==> config.mk <==
export PLATFORM = sky130hd
export DESIGN_NAME = esc_throttle_ctrl
export DESIGN_NICKNAME = d
export VERILOG_FILES = /design/src/rtl/esc_throttle_ctrl.sv
export SDC_FILE = /design/constraint.sdc
export NUM_CORES = 1
export LEC_CHECK = 0
export ABC_CLOCK_PERIOD_IN_PS = 5800
export CORE_MARGIN = 10
export CORE_UTILIZATION = 55
export CTS_CLUSTER_DIAMETER = 150
export DETAILED_ROUTE_END_ITERATION = 16
export PLACE_DENSITY = 0.75
export SYNTH_ARGS = -nofsm -noshare
export SYNTH_HDL_FRONTEND = slang
export SYNTH_SLANG_ARGS = --single-unit
==> constraint.sdc <==
create_clock -name clk -period 5.8 [get_ports clk]
set_clock_uncertainty 0.1 [all_clocks]
set_input_delay 1.74 -clock clk [delete_from_list [all_inputs] [get_ports clk]]
set_output_delay 1.74 -clock clk [all_outputs]
set_load 0.01 [all_outputs]
==> src/rtl/esc_throttle_ctrl.sv <==
// ESC throttle command stage. It arms the ESC by holding zero throttle with
// enable set. In RUN it slews the throttle toward a latched target at a bounded
// rate per tick. On disarm it ramps the throttle down to zero before dropping
// enable.
`timescale 1ns/1ps
module esc_throttle_ctrl #(
    parameter int unsigned TICK_DIV  = 100000,
    parameter int unsigned STEP      = 1,
    parameter int unsigned ARM_TICKS = 500,
    parameter int unsigned MAX_THR   = 255
) (
    input  logic       clk,
    input  logic       rst,
    input  logic       arm,
    input  logic       disarm,
    input  logic [7:0] target,
    input  logic       target_valid,
    output logic [7:0] throttle,
    output logic       en,
    output logic       armed,
    output logic       at_target,
    output logic [1:0] state
);

    localparam int unsigned TCW = (TICK_DIV > 1) ? $clog2(TICK_DIV) : 1;
    localparam int unsigned ACW = $clog2(ARM_TICKS + 1);

    typedef enum logic [1:0] {
        S_IDLE   = 2'd0,
        S_ARMING = 2'd1,
        S_RUN    = 2'd2,
        S_RAMPDN = 2'd3
    } state_t;

    state_t         st;
    logic [TCW-1:0] tick_cnt;
    logic           tick;
    logic [ACW-1:0] arm_cnt;
    logic [7:0]     tgt_q;
    logic [7:0]     tgt_clamp;
    logic [7:0]     tgt_next;
    logic [7:0]     step8;
    logic           up;
    logic [7:0]     diff;
    logic [7:0]     slew_amt;
    logic [7:0]     slew_thr;
    logic [7:0]     ramp_amt;
    logic [7:0]     ramp_thr;

    assign state = st;
    assign tick  = (tick_cnt == TCW'(TICK_DIV - 1));

    // Free-running slew tick divider.
    always_ff @(posedge clk) begin
        if (rst) begin
            tick_cnt <= '0;
        end else if (tick) begin
            tick_cnt <= '0;
        end else begin
            tick_cnt <= tick_cnt + TCW'(1);
        end
    end

    // Compute the clamped target and the next slew and ramp-down throttle values.
    // The difference is ordered, so it fits in 8 bits and cannot wrap.
    always_comb begin
        step8     = 8'(STEP);
        tgt_clamp = (target > 8'(MAX_THR)) ? 8'(MAX_THR) : target;
        tgt_next  = target_valid ? tgt_clamp : tgt_q;
        up        = (tgt_q > throttle);
        diff      = up ? (tgt_q - throttle) : (throttle - tgt_q);
        slew_amt  = (diff < step8) ? diff : step8;
        slew_thr  = up ? (throttle + slew_amt) : (throttle - slew_amt);
        ramp_amt  = (throttle < step8) ? throttle : step8;
        ramp_thr  = throttle - ramp_amt;
    end

    // Target latch; this is accepted in every state.
    always_ff @(posedge clk) begin
        if (rst) begin
            tgt_q <= 8'd0;
        end else if (target_valid) begin
            tgt_q <= tgt_clamp;
        end
    end

    // Arming, run and ramp-down sequencing, with all outputs registered.
    always_ff @(posedge clk) begin
        if (rst) begin
            st        <= S_IDLE;
            arm_cnt   <= '0;
            throttle  <= 8'd0;
            en        <= 1'b0;
            armed     <= 1'b0;
            at_target <= 1'b0;
        end else begin
            case (st)
                S_IDLE: begin
                    throttle  <= 8'd0;
                    armed     <= 1'b0;
                    at_target <= 1'b0;
                    if (arm && !disarm) begin
                        st      <= S_ARMING;
                        arm_cnt <= '0;
                        en      <= 1'b1;
                    end else begin
                        en <= 1'b0;
                    end
                end
                S_ARMING: begin
                    throttle <= 8'd0;
                    if (disarm) begin
                        st <= S_IDLE;
                        en <= 1'b0;
                    end else if (tick) begin
                        if (arm_cnt == ACW'(ARM_TICKS - 1)) begin
                            st        <= S_RUN;
                            armed     <= 1'b1;
                            at_target <= (tgt_next == 8'd0);
                        end else begin
                            arm_cnt <= arm_cnt + ACW'(1);
                        end
                    end
                end
                S_RUN: begin
                    if (disarm) begin
                        st        <= S_RAMPDN;
                        armed     <= 1'b0;
                        at_target <= 1'b0;
                    end else if (tick) begin
                        throttle  <= slew_thr;
                        at_target <= (slew_thr == tgt_next);
                    end else begin
                        at_target <= (throttle == tgt_next);
                    end
                end
                S_RAMPDN: begin
                    if (tick) begin
                        if (throttle == 8'd0) begin
                            st <= S_IDLE;
                            en <= 1'b0;
                        end else begin
                            throttle <= ramp_thr;
                        end
                    end
                end
                default: begin
                    st <= S_IDLE;
                    en <= 1'b0;
                end
            endcase
        end
    end

endmodule

* After elaboration in Yosys (flattened, before gate mapping)
Index checks and enable logic that the tools add are counted.
** Word-level totals
- Register bits :: 47
- Bits of input ports :: 13
- Output and inout bits :: 13
- Logic and storage cells :: 95
** Cells by class
- Add/subtract/negate cells :: 7
- Magnitude comparators :: 4
- Equal/unequal tests :: 21
- Muxes and demuxes :: 39
- Reductions and logical operators :: 16
** Operators with widths (count)
- 2-to-1 mux 8 bit :: 10
- 2-to-1 mux 9 bit :: 4
- subtractor 8 bit :: 4
- != test 2 bit (second input constant) :: 12
- case mux 8 bit (3 select lines) :: 1
- case mux 9 bit (2 select lines) :: 1
- adder 17 x 1 -> 17 bit (second input constant) :: 1
- == test 17 bit (second input constant) :: 1
- == test 8 bit :: 2
- zero test 8 bit :: 2
- < comparator 8 x 1 -> 1 bit (second input constant) :: 2
- 2-to-1 mux 2 bit :: 7
- 2-to-1 mux 1 bit :: 12
- AND reduction 4 bit :: 3
- AND reduction 5 bit :: 2
- adder 9 x 1 -> 9 bit (second input constant) :: 1
- == test 9 bit (second input constant) :: 1
- case mux 1 bit (3 select lines) :: 3
- adder 8 bit :: 1
- greater-than comparator 8 bit :: 1
- greater-than comparator 8 bit (second input constant) :: 1
- case mux 2 bit (4 select lines) :: 1
- != test 3 bit (second input constant) :: 2
- AND reduction 6 bit :: 1
- other kinds (8) :: 11

* Depth between registers and ports, before layout
Gate-level depths: netlist of the first run.
- Depth after elaboration :: 10
- Depth in mapped cells :: 24
- Mapped depth without buffers :: 24

* Least setup slack after synthesis of the first run
No wires, ideal clock.
- Kind :: reg-to-reg
- Start :: register throttle[1]
- End :: register at_target
- Library setup time :: 0.059 ns
- Arrival :: 4.581 ns
- Data required time :: 5.641 ns
- Setup slack :: 1.060 ns
- Cell stages (with the launch flop) :: 20
- Path buffers :: 0
- Cells stage by stage :: dfxtp_1 > inv_1 > ha_1 > nor2b_1 > o2111a_1 > or3_1 > a2111o_1 > nor3_1 > a22o_1 > ha_1 > and2_1 > fa_1 > nand2b_1 > a21oi_1 > o21a_1 > nor2_1 > xnor2_1 > xnor2_1 > a2111oi_0 > a31o_1
** On the way
- Longest elaborated chain between the ends :: 10
- Elaborated cells between the ends (all ways) :: 14
** RTL lines
- start, declared :: line 18 : output logic [7:0] throttle,
- start signal, assigned :: line 131 : throttle <= slew_thr;
- start signal, assigned :: line 143 : throttle <= ramp_thr;
- subtractor 8 bit or greater-than comparator 8 bit (tied branches) :: line 71, 70
- 2-to-1 mux 8 bit :: line 71 : diff = up ? (tgt_q - throttle) : (throttle - tgt_q);
- < comparator 8 x 1 -> 1 bit :: line 72 : slew_amt = (diff < step8) ? diff : step8;
- 2-to-1 mux 8 bit :: line 72
- subtractor 8 bit or adder 8 bit (tied branches) :: line 73 : slew_thr = up ? (throttle + slew_amt) : (throttle - slew_amt);
- 2-to-1 mux 8 bit :: line 73
- == test 8 bit :: line 132 : at_target <= (slew_thr == tgt_next);
- 2-to-1 mux 1 bit (*) :: line 130 : end else if (tick) begin
- 2-to-1 mux 1 bit (*) :: line 126 : if (disarm) begin
- case mux 1 bit (3 select lines) (*) :: line 97 : case (st)
- end signal, assigned :: line 119 : at_target <= (tgt_next == 8'd0);
- end signal, assigned :: line 132
- end signal, assigned :: line 134 : at_target <= (throttle == tgt_next);
- end, declared :: line 21 : output logic at_target,
Mark *: on every way between the ends. The rest lies on a longest branch, timed or not.
A chain may end at the register's enable or synchronous reset.

* Final worst setup path of the first run
Ends and elaborated chain as after synthesis.

==> results of run 1 <==
-- cells in the mapped netlist, types with 3 or more instances --
| library cell | count | area [sq um] |
|---|---|---|
| a32oi_1 | 5 | 43.79 |
| a21oi_1 | 25 | 125.1 |
| nand2_1 | 26 | 97.59 |
| a221oi_1 | 3 | 26.28 |
| o22a_1 | 3 | 26.28 |
| clkbuf_1 | 8 | 30.03 |
| and3_1 | 6 | 37.54 |
| or3_1 | 5 | 31.28 |
| ha_1 | 32 | 400.4 |
| dfxtp_1 | 47 | 940.9 |
| nor2_1 | 72 | 270.3 |
| o31ai_1 | 3 | 22.52 |
| fa_1 | 3 | 60.06 |
| nand3_1 | 8 | 40.04 |
| o21a_1 | 4 | 30.03 |
| nor3_1 | 10 | 50.05 |
| inv_1 | 32 | 120.1 |
| a211oi_1 | 5 | 37.54 |
| nand4_1 | 10 | 62.56 |
| o21ai_0 | 16 | 80.08 |
| xnor2_1 | 25 | 219.0 |
| nand2b_1 | 10 | 62.56 |
| or4_1 | 4 | 30.03 |
| mux2i_1 | 15 | 150.1 |
| a21o_1 | 3 | 22.52 |
| nand3b_1 | 3 | 22.52 |
| xor2_1 | 16 | 140.1 |
-- flip-flops by register name (all words and copies together), names as in the netlist, named ones only --
signal	count
arm_cnt	9
at_target	1
state	1
en	1
tick_cnt	17
throttle	8
armed	1
tgt_q	8
-- cell type report --
type	count	area [sq um]	share of cell area, %
timing repair buffer	28	272.8	6.802
tap	77	96.34	2.402
multi-input combinational	355	2489	62.06
inverter	32	120.1	2.995
clock buffer	6	82.58	2.059
clock inverter	1	8.758	0.2184
sequential	47	940.9	23.46
-- logic make-up (layout without fill, tap and decap cells) --
logic type | Yosys count | in the layout | share of synthesized area (%)
buf+inv | 43 | 67 | 4.561
flops | 47 | 47 | 26.18
fa+ha+maj | 35 | 35 | 12.81
compound gates | 88 | 88 | 16.75
simple gates | 174 | 174 | 25.10
mux | 16 | 16 | 4.492
xor+xnor | 41 | 41 | 9.993
other cells | 1 | 1 | 0.1044
-- worst max-delay path: stages (launching register included) --
cell       delay [ns]
dfxtp_1          0.54
inv_1            0.21
ha_1             0.38
nor2b_1          0.15
o2111a_1         0.23
or3_1            0.32
a2111o_1         0.46
nor3_1           0.25
a22o_1           0.18
ha_1             0.22
and2_1           0.17
fa_1             0.42
nand2b_1         0.19
a21oi_1          0.19
o21a_1           0.13
nor2_1           0.04
xnor2_1          0.27
xnor2_1          0.10
a2111oi_0        0.44
a31o_1           0.19
-- through the flow --
| step | std cells | cell area (sq um) | hold WS, ns | worst slack (ns) | utilization, % |
|---|---|---|---|---|---|
| 4_1_cts | 546 | 4010 | 0.3684 | 0.6323 | 63.15 |
| 2_1_floorplan | 445 | 3593 | 0.3260 | 1.060 | - |
| 5_1_grt | 546 | 4010 | 0.3921 | 0.2237 | 63.15 |
| 3_5_place_dp | 539 | 3919 | 0.3487 | 0.6505 | 61.71 |
| 6_report | 546 | 4010 | 0.3623 | 0.5725 | 63.15 |
| 3_3_place_gp | 539 | 3919 | 0.3474 | 0.8109 | 61.71 |
-- cells in the final DEF (no fill, tap or decap), types with 3 or more instances in the layout --
cell type	synthesis	final
o21ai_0	16	16
or4_1	4	4
nor3_1	10	10
a21o_1	3	3
a21oi_1	25	25
buf_4	0	3
xnor2_1	25	25
or3_1	5	5
nand4_1	10	10
nand2_1	26	26
fa_1	3	3
nand3b_1	3	3
mux2i_1	15	15
xor2_1	16	16
o31ai_1	3	3
a221oi_1	3	3
clkdlybuf4s50_1	0	25
nand2b_1	10	10
nand3_1	8	8
nor2_1	72	72
a32oi_1	5	5
clkbuf_8	0	6
o22a_1	3	3
dfxtp_1	47	47
a211oi_1	5	5
o21a_1	4	4
ha_1	32	32
inv_1	32	32
and3_1	6	6
-- path summary, 6_finish.rpt --
check / cells past startpoint / slack, ns / endpoint
hold reg to reg: 1 / 0.36 / tick_cnt[0]$_SDFF_PP0_
setup / recovery: 19 / 0.57 / at_target$_SDFFE_PP0P_
hold / removal: 1 / 0.36 / tick_cnt[0]$_SDFF_PP0_
setup reg to reg: 19 / 0.57 / at_target$_SDFFE_PP0P_
-- layer usage --
| layer | wire length [um] | track usage [%] |
|---|---|---|
| met1 | 4173 | 24.84 |
| met2 | 3878 | 27.03 |
| met3 | 682 | 3.978 |
| met4 | 102 | 4.891 |
| met5 | 0 | 0 |
-- power by group through the flow --
stage | logic (uW) | registers, uW | clock network (uW)
2_1_floorplan | 173 | 353 | 0
3_3_place_gp | 237 | 354 | 0
3_5_place_dp | 239 | 354 | 0
4_1_cts | 242 | 347 | 218
5_1_grt | 275 | 349 | 229
6_report | 246 | 347 | 211
==> flow_summary_export.csv, run 1 <==
group,metric,value,unit
run,drv_cap,0,
pwr,leakage,0.001509,uW
finish,area_growth,11.59,%
clock_network,clk_path_buf_depth,2,
synth,synth.distinct_cells,61,
clock_network,cts_resized,0,
drt,finalWirelength,8.837,mm
synth,synth-seq-area-share,26.18,%
floorplanning,fp.dieH,100.8,um
finish,fill_cells,551,
timing,hold_viol_final,0,
finish,drive_above_1_share,4.904,%
timing,setup_violations,0,
critical_path,end_kind,"flop",
floorplanning,die-area,10170,sq um
synth,synth_async_sr_flop_share,0,%
global_route,grt-ovfl-total,0,
timing,fin_crit,5.228,ns
drt,drtPass1Iterations,5,
pwr,powerDensity,200.5,nW/um^2
pwr,clock_power_share,26.2,%
pwr,p_total,804.1,uW
hold_path,hold_class,"flop to flop",
floorplanning,start_util,56.59,%
timing,drv_slew,0,
synth,syn-instance-count,445,
synth,avgSynthCellArea,8.075,sq um
synth,ys_warn_count,0,
pwr,switching_power,267.5,uW
place,globalplace.congestion,0.9775,
place,post-dp-hpwl,6.788,mm
timing,relSlewSlack,50.59,%
global_route,track_usage,17.90,%
floorplanning,die_x,100.8,um
synth,synth-main-ff-cell,"dfxtp_1",
global_route,grt_max_degree,17,
critical_path,startpoint,"throttle[1]$_SDFFE_PP0P_",
clock_network,cts_max_level,2,
drt,drc,0,
global_route,grt_pass1_wl,15.08,mm
drt,routedWlPerCell,16.18,um
drt,vias,3233,
critical_path,path_max_fanout,9,
timing,fmax,191.3,MHz
pwr,switching_share,33.27,%
drt,ant_nets,0,
pwr,power_frac_seq,43.2,%
timing,rsz0062_at_grt,"no",
pwr,internal-power,536.5,uW
global_route,antenna_found_initial,0,
finish,diodes,0,
global_route,grt_pass1_vias,3141,
critical_path,cp-start-kind,"flop",
run_status,outcome,"complete, no violations",
floorplanning,boundaryPins,26,
timing,finalCritPeriodShare,90.13,%
finish,nNetsFinal,517,
critical_path,path_class,"flop to flop",
clock_network,clock_sinks,47,
floorplanning,core,6350,sq um
pwr,peakVddDrop,0.0002178,V
hold_path,min_from,"tick_cnt[0]$_SDFF_PP0_",
clock_network,postCtsSetupBuffers,0,
drt,drt_iter0_drc,261,
timing,tightestPinTransition,0.7356,ns
critical_path,arrival,5.38,ns
synth,yosys_register_bits,47,
critical_path,reg2reg_from,"throttle[1]$_SDFFE_PP0P_",
floorplanning,fp-row-count,29,
clock_network,cts.clk_slew.worst_paths,0.09,ns
pwr,p_comb_share,30.6,%
clock_network,cts_tree,"done",
synth,synthesis.area,3593,sq um
clock_network,insertion_delay,0.30,ns
clock_network,cts-root-buf,"clkbuf_8",
synth,synth_nets,493,
synth,synth_edf_count,0,
drt,vias_per_cell,5.921,
clock_network,cts.hold.buffers_added,0,
critical_path,critPathRequiredTime,5.96,ns
timing,fin_tns_setup,0,ns
place,port_buffers,25,
clock_network,cts-buffers-inserted,5,
(Power assumes the default switching activity.)
==> run 2: changes to the inputs <==
- CORE_UTILIZATION: 55 -> 60
- PLACE_DENSITY: 0.75 -> 0.81
==> run 2 against run 1 <==
Cell count is 0.37% lower. Register-to-register slack hardly changed. Die area is 6.7% lower. First-iteration DRC count is 3.8% higher. Critical endpoint unchanged.
==> flow_summary_export.csv, run 2 (same netlist as run 1, synthesis figures left out) <==
group,metric,value,unit
pwr,peakVddDrop,0.0001580,V
drt,ant_nets,0,
critical_path,startpoint,"throttle[1]$_SDFFE_PP0P_",
pwr,leakage,0.001497,uW
critical_path,ff2ff_setup_slack,0.57,ns
critical_path,path_max_fanout,9,
hold_path,hold_class,"flop to flop",
hold_path,min_to,"tick_cnt[0]$_SDFF_PP0_",
hold_path,hold_depth,1,
critical_path,r2r-end,"at_target$_SDFFE_PP0P_",
clock_network,clock_sinks,47,
timing,tightestPinTransition,0.7134,ns
critical_path,cp-start-kind,"flop",
clock_network,cts_resized,0,
timing,setup_violations,0,
global_route,grt-ovfl-total,0,
place,port_buffers,25,
floorplanning,die_x,97.39,um
timing,hold_viol_final,0,
finish,final_cell_mix,"72 x nor2_1, 47 x dfxtp_1, 32 x inv_1, 32 x ha_1, 26 x nand2_1",
clock_network,cts-root-buf,"clkbuf_8",
global_route,grt_pass1_wl,14.14,mm
floorplanning,boundaryPins,26,
hold_path,min_from,"tick_cnt[0]$_SDFF_PP0_",
clock_network,cts_max_level,2,
critical_path,arrival,5.38,ns
floorplanning,core,5851,sq um
critical_path,end_kind,"flop",
finish,seq_area,940.9,sq um
clock_network,insertion_delay,0.31,ns
clock_network,postCtsSetupBuffers,0,
finish,diodes,0,
global_route,antenna_found_initial,0,
finish,area_growth,11.35,%
drt,drt_iter0_drc,271,
floorplanning,start_util,61.42,%
critical_path,critPathRequiredTime,5.95,ns
global_route,grt_pass1_vias,2965,
timing,fin_tns_setup,0,ns
timing,finalCritPeriodShare,90.23,%
finish,fin_util,68.39,%
place,post-dp-hpwl,6.645,mm
timing,fmax,191.1,MHz
finish,mostFrequentLayoutCell,"nor2_1",
pwr,internal-power,527.1,uW
finish,top_regs,"tick_cnt: 17 flops, arm_cnt: 9 flops",
timing,fin_crit,5.234,ns
run,drv_cap,0,
global_route,grt_max_degree,25,
global_route,track_usage,17.39,%
finish,drive_above_1_share,4.904,%
floorplanning,fp.dieH,97.39,um
floorplanning,die-area,9485,sq um
clock_network,clk_path_buf_depth,2,
pwr,clock_power_share,25.7,%
critical_path,path_class,"flop to flop",
clock_network,cts.hold.buffers_added,0,
clock_network,cts-buffers-inserted,5,
timing,drv_slew,0,
finish,multi_input_area,2489,sq um
pwr,power_frac_seq,43.4,%
timing,relSlewSlack,52.08,%
finish,nNetsFinal,516,
run_status,outcome,"complete, no violations",
timing,rsz0062_at_grt,"no",
drt,drc,0,
drt,vias,3226,
clock_network,cts_tree,"done",
finish,largest_register,"tick_cnt",
floorplanning,fp-row-count,28,
pwr,p_comb_share,31.0,%
finish,largest_register_ffs,17,
pwr,switching_share,33.99,%
finish,fill_cells,486,
pwr,powerDensity,199.5,nW/um^2
drt,drtPass1Iterations,5,
drt,finalWirelength,8.518,mm
drt,vias_per_cell,5.930,
pwr,switching_power,271.4,uW
drt,routedWlPerCell,15.66,um
place,globalplace.congestion,0.8988,
critical_path,reg2reg_from,"throttle[1]$_SDFFE_PP0P_",
clock_network,cts.clk_slew.worst_paths,0.10,ns
critical_path,reg2regPathDepth,19,
run 2: cell count changes in the layout (fill, tap and decap cells not counted):
cell / change
clkinvlp_4: +2
buf_4: -1
clkbuf_8: -1
run 2: power groups by stage:
stage	Sequential (uW)	Combinational [uW]	Clock [uW]
after floorplan	353	173	0
after global placement	354	238	0
after detailed placement	354	242	0
after CTS	346	244	213
after global routing	348	273	222
final	346	247	205
run 2: critical path, stage by stage, from the launching register on:
cell	delay, ns
dfxtp_1	0.52
inv_1	0.23
ha_1	0.38
nor2b_1	0.15
o2111a_1	0.23
or3_1	0.30
a2111o_1	0.46
nor3_1	0.25
a22o_1	0.19
ha_1	0.21
and2_1	0.16
fa_1	0.44
nand2b_1	0.18
a21oi_1	0.19
o21a_1	0.13
nor2_1	0.04
xnor2_1	0.23
xnor2_1	0.10
a2111oi_0	0.48
a31o_1	0.21
run 2: worst max path at each step:
stage | end | slack, ns | cells after the start
2_1_floorplan | at_target$_SDFFE_PP0P_ | 1.06 | 19
3_3_place_gp | at_target$_SDFFE_PP0P_ | 0.81 | 19
3_5_place_dp | at_target$_SDFFE_PP0P_ | 0.66 | 19
4_1_cts | at_target$_SDFFE_PP0P_ | 0.62 | 19
5_1_grt | at_target$_SDFFE_PP0P_ | 0.19 | 19
6_report | at_target$_SDFFE_PP0P_ | 0.57 | 19
run 2: per-stage QoR:
stage	power, uW	cell area [sq um]	setup WS [ns]	hold slack, ns	instances
2_1_floorplan	526.2	3593	1.060	0.3260	445
3_3_place_gp	591.5	3909	0.8150	0.3400	536
3_5_place_dp	595.8	3909	0.6586	0.3539	536
4_1_cts	803.0	4001	0.6200	0.3738	544
5_1_grt	842.3	4001	0.1919	0.3921	544
6_report	798.4	4001	0.5664	0.3664	544
run 2: area by class of cell:
cell class	instances	area share, %
multi-input cells	355	62.20
inverters	32	3.002
clock inverters	3	0.5941
clock buffers	5	1.720
flip-flops and latches	47	23.51
well taps	75	2.345
repair buffers	27	6.629
run 2: metal layers:
| layer | global-route usage, % | routed length [um] | up-vias |
|---|---|---|---|
| met5 | 0 | 0 | - |
| met1 | 23.82 | 4151 | 1492 |
| met3 | 3.841 | 510 | 11 |
| met2 | 25.91 | 3710 | 102 |
| met4 | 6.152 | 146 | 0 |
| li1 | - | - | 1621 |
